===== src/rtl/seg_pkg.sv =====
// Shared types and packing rules for the seven-segment scan blocks.
package seg_pkg;

    localparam int unsigned NUM_DIGITS = 8;

    typedef logic [3:0]  digit_t;
    typedef logic [2:0]  digit_sel_t;
    typedef logic [31:0] digit_word_t;

    // Digit k of a packed load word lives in bits [4k+3:4k].
    function automatic digit_t word_digit(digit_word_t w, digit_sel_t k);
        return w[{k, 2'b00} +: 4];
    endfunction

endpackage


===== src/rtl/refresh_div.sv =====
// Free-running divider: tick is high on the terminal count of a 0..REFRESH_DIV-1 counter.
module refresh_div #(
    parameter int unsigned REFRESH_DIV = 100000
) (
    input  logic clk,
    input  logic rst_n,
    output logic tick
);

    localparam int unsigned CNT_W = $clog2(REFRESH_DIV);
    localparam logic [CNT_W-1:0] TERMINAL = CNT_W'(REFRESH_DIV - 1);

    logic [CNT_W-1:0] cnt;

    assign tick = (cnt == TERMINAL);

    always_ff @(posedge clk or negedge rst_n) begin
        if (!rst_n) begin
            cnt <= '0;
        end else if (tick) begin
            cnt <= '0;
        end else begin
            cnt <= cnt + 1'b1;
        end
    end

endmodule


===== src/rtl/seg_scan_ctrl.sv =====
// Eight-digit register file with time-multiplexed scan-out to the segment decoder.
module seg_scan_ctrl
    import seg_pkg::*;
#(
    parameter int unsigned REFRESH_DIV = 100000
) (
    input  logic        clk,
    input  logic        rst_n,
    input  logic        wr_en,
    input  logic [2:0]  wr_addr,
    input  logic [3:0]  wr_data,
    input  logic        wr_dp,
    input  logic        ld_en,
    input  logic [31:0] ld_word,
    input  logic [7:0]  en_mask,
    output logic [3:0]  num,
    output logic [2:0]  sel,
    output logic        dp,
    output logic        blank,
    output logic        scan_tick
);

    digit_t [NUM_DIGITS-1:0] digits_q;
    digit_t [NUM_DIGITS-1:0] digits_d;
    logic   [NUM_DIGITS-1:0] dps_q;
    logic   [NUM_DIGITS-1:0] dps_d;
    digit_sel_t              sel_next;
    logic                    tick;

    refresh_div #(
        .REFRESH_DIV(REFRESH_DIV)
    ) u_refresh_div (
        .clk  (clk),
        .rst_n(rst_n),
        .tick (tick)
    );

    // Post-write register contents; the output register reads from these so a
    // write to the digit about to be shown is visible on the same edge.
    always_comb begin
        sel_next = tick ? sel + 3'd1 : sel;
        digits_d = digits_q;
        dps_d    = dps_q;
        if (ld_en) begin
            for (int unsigned k = 0; k < NUM_DIGITS; k++) begin
                digits_d[k] = word_digit(ld_word, digit_sel_t'(k));
            end
            dps_d = '0;
        end
        if (wr_en) begin
            digits_d[wr_addr] = wr_data;
            dps_d[wr_addr]    = wr_dp;
        end
    end

    always_ff @(posedge clk or negedge rst_n) begin
        if (!rst_n) begin
            digits_q  <= '0;
            dps_q     <= '0;
            sel       <= '0;
            scan_tick <= 1'b0;
            num       <= '0;
            dp        <= 1'b0;
            blank     <= 1'b0;
        end else begin
            digits_q  <= digits_d;
            dps_q     <= dps_d;
            sel       <= sel_next;
            scan_tick <= tick;
            num       <= digits_d[sel_next];
            dp        <= dps_d[sel_next];
            blank     <= ~en_mask[sel_next];
        end
    end

endmodule

===== config.mk =====
export PLATFORM = sky130hd
export DESIGN_NAME = seg_scan_ctrl
export DESIGN_NICKNAME = d
export VERILOG_FILES = /design/src/rtl/seg_pkg.sv /design/src/rtl/refresh_div.sv /design/src/rtl/seg_scan_ctrl.sv
export SDC_FILE = /design/constraint.sdc
export NUM_CORES = 1
export LEC_CHECK = 0
export ABC_AREA = 1
export ABC_CLOCK_PERIOD_IN_PS = 5000
export CAP_MARGIN = 15
export CORE_MARGIN = 1.5
export CORE_UTILIZATION = 55
export DETAILED_ROUTE_END_ITERATION = 10
export GPL_TIMING_DRIVEN = 0
export HOLD_SLACK_MARGIN = 0.06
export PLACE_DENSITY = 0.82
export SLEW_MARGIN = 30
export SYNTH_ARGS = -nofsm -noshare
export SYNTH_HDL_FRONTEND = slang
export SYNTH_SLANG_ARGS = --single-unit

===== constraint.sdc =====
create_clock -name clk -period 5 [get_ports clk]
set_input_delay 0.5 -clock clk [delete_from_list [all_inputs] [get_ports clk]]
set_output_delay 0.5 -clock clk [all_outputs]
set_load 0.01 [all_outputs]

==> impl_metrics.ini <==
[outcome]
status = complete, no violations

[worst_setup_path]
regToRegSetupSlack_ps = 2900
crit_chain = ha_1 > nand3_2 > clkinv_2 > nand3_4 > clkbuf_1 > nand3_1 > nand3_1 > nand2_1 > nand2_1 > nand2_1
cpMostUsedCell = nand2_1
path_max_fanout = 10
cp_slowest_cell = dfrtp_1
required_ps = 5260
end_kind = register
cp.arrival_ps = 2350
reg2reg_to = num[1]
path_delay_family = simple AND/OR/NAND/NOR gates
r2r_cells = 10
crit_path_max_incr_delay_ps = 410
worstReg2RegStart = u_refresh_div.cnt[0]
critical_path_buf_inv_count = 2
crit_type = reg2reg
critPathLaunchType = register

[min_path]
min_to = u_refresh_div.cnt[0]
holdPathStages = 1
hold_path.class = reg2reg
min-delay-start = u_refresh_div.cnt[0]

[cells_and_area]
fill_cells = 554
fin_nets = 659
drive_gt1_frac = 0.0852
n_antenna_cell = 0
multi_input_area_mm2 = 0.00173
fin_util = 0.705
area_growth_pct = 24.7
instances_no_fill = 690
seqCellArea_mm2 = 0.00168

[floorplan]
core_area_mm2 = 0.00676
dieArea_mm2 = 0.00745
dieHeight_um = 86.3
rows = 30
initial_utilization = 0.565
pin_count = 62
fp.dieW_um = 86.3

[synth]
postSynthNetCount = 586
seq_area_frac_synth = 0.439
syn_area_mm2 = 0.00382
synth_area_leader_cell = dfrtp_1
ys_warn_count = 0
synth_commonest_cells = 180 x nand2_1, 80 x inv_1, 74 x nand3_1
synth_ff_type = dfrtp_1
yosys.area.top_type_share = 0.439
synth_area_leaders = dfrtp_1 44%, nand2_1 18%, nand3_1 9.7%, inv_1 7.9%, o21ai_0 5.9%
postSynthAreaPerCell_um2 = 7.18
synthCells = 532
ys_ff_latch = 67
synth-async-reset-ratio = 1.00
synth-edff-count = 0
yosysMostFrequentCell = nand2_1
yosys.cell_types.count = 34

[global_routing]
antenna_found_initial = 0
grt_pass1_vias = 3374
track_usage = 0.287
grt_pass1_wl_um = 16300
grt_max_degree = 52
grt_overflow = 0

[timing]
maxSlewViolCount = 0
rsz0062_at_grt = no
setup_viol = 0
worst_pin_slew_ps = 528
max_slew_margin = 0.648
period_share = 0.419
fin_skew_ps = 15.1
hold-worst-slack_ps = 491
hold_viol_final = 0
tns_ps = 0
setup_ws_ps = 2900
fin_crit_ps = 2100
fmax_ghz = 0.477

[placed_design]
post-place-ws_ps = 2570
gp_congestion = 0.903
dp.cells = 673
numPortBuffers = 60
dp_hpwl_um = 7490

[clock_network]
cts_max_level = 3
cts_tree = yes
clk_pin_slew_ps = 90
cts-resized-gates = 0
clock_sinks = 67
root_buffer = clkbuf_8
cts_buffers = 9
clockBufferDepth = 2
clock_latency_ps = 360

[routing]
initialDrtViolationCount = 384
wl_per_cell_um = 14.4
route.detailed.drc = 0
dr.pass1.iters = 5
final_antenna_net_count = 0
routed_via_density = 5.36
wl_um = 9960
vias = 3695

[power_and_ir_drop]
power_density_mw_per_mm2 = 263
leakage_nw = 2.47
ir_drop_mv = 0.222

[flow_run]
cap_violations = 0
-- cell type report --
| cell class | instances | area share |
|---|---|---|
| multi-input cells | 365 | 0.362 |
| plain buffers | 16 | 0.0210 |
| flip-flops and latches | 67 | 0.352 |
| clock inverters | 6 | 0.0150 |
| well taps | 80 | 0.0210 |
| clock buffers | 10 | 0.0289 |
| inverters | 84 | 0.0664 |
| repair buffers | 62 | 0.133 |
-- logic make-up after synthesis --
kind of cell / after synthesis / share of synthesized area
buf+inv: 100 / 0.109
fa+ha+maj: 2 / 0.00655
flops: 67 / 0.439
xor+xnor: 3 / 0.0118
simple gates: 300 / 0.351
compound gates: 60 / 0.0822
-- power breakdown --
group	switching (mW)	leakage, nW	internal (mW)	total, mW
clock network	0.234	0.0995	0.248	0.482
registers	0.00912	0.850	0.575	0.584
logic	0.103	1.52	0.0852	0.188
total	0.346	2.47	0.909	1.25
-- metal layers --
metal	share of wire	vias up	wire (µm)	GRT usage
li1	-	1823	-	-
met1	0.46	1704	4560	0.417
met2	0.45	142	4460	0.423
met3	0.072	26	714	0.0562
met4	0.023	0	229	0.111
met5	0	-	0	0
-- cell usage in the layout (no fill, tap or decap), types with 2 or more instances in the layout --
| cell | netlist | final |
|---|---|---|
| buf_6 | 3 | 3 |
| nor2_4 | 2 | 2 |
| o21ai_1 | 3 | 3 |
| nor3_1 | 2 | 2 |
| nand3b_1 | 3 | 3 |
| dfrtp_1 | 67 | 67 |
| clkbuf_8 | 0 | 10 |
| nor2_2 | 4 | 4 |
| buf_2 | 5 | 5 |
| nand3_2 | 2 | 2 |
| inv_2 | 3 | 3 |
| nand2_1 | 180 | 180 |
| inv_6 | 0 | 2 |
| inv_1 | 80 | 80 |
| nand3_1 | 74 | 74 |
| nand4_1 | 4 | 4 |
| clkdlybuf4s50_1 | 0 | 59 |
| nor2_1 | 19 | 19 |
| xor2_1 | 2 | 2 |
| nand3_4 | 2 | 2 |
| ha_1 | 2 | 2 |
| buf_4 | 3 | 4 |
| nand2_2 | 3 | 3 |
| a21oi_1 | 7 | 7 |
| nand2_4 | 2 | 2 |
| clkinvlp_4 | 0 | 2 |
| clkbuf_1 | 5 | 5 |
| o21ai_0 | 45 | 45 |
-- flip-flops by register name (all words and copies together), names as in the netlist --
register	count
digits_q	32
u_refresh_div.cnt	17
dps_q	8
num	4
sel	3
blank	1
dp	1
scan_tick	1
-- worst max-delay path by stage --
stage / startpoint / endpoint / slack, ps / cells past startpoint
after floorplan: u_refresh_div.cnt[0] / num[1] / 3300 / 10
after global placement: rst_n / digits_q[30] / 1210 / 1
after detailed placement: wr_en / num[1] / 2570 / 10
after CTS: wr_en / num[1] / 2940 / 10
after global routing: wr_en / num[3] / 2680 / 10
final: u_refresh_div.cnt[0] / num[1] / 2900 / 10
-- what timing repair did --
action,in CTS,in global routing
buffers inserted,0,0
endpoints found under the hold margin,16,0
hold buffers,1,0
-- per-stage QoR --
stage,total power [mW],cell area (µm²)
2_1_floorplan,0.686,3820
3_3_place_gp,0.773,4520
3_5_place_dp,0.780,4550
4_1_cts,1.25,4760
5_1_grt,1.31,4760
6_report,1.25,4760
(Power assumes the default switching activity.)
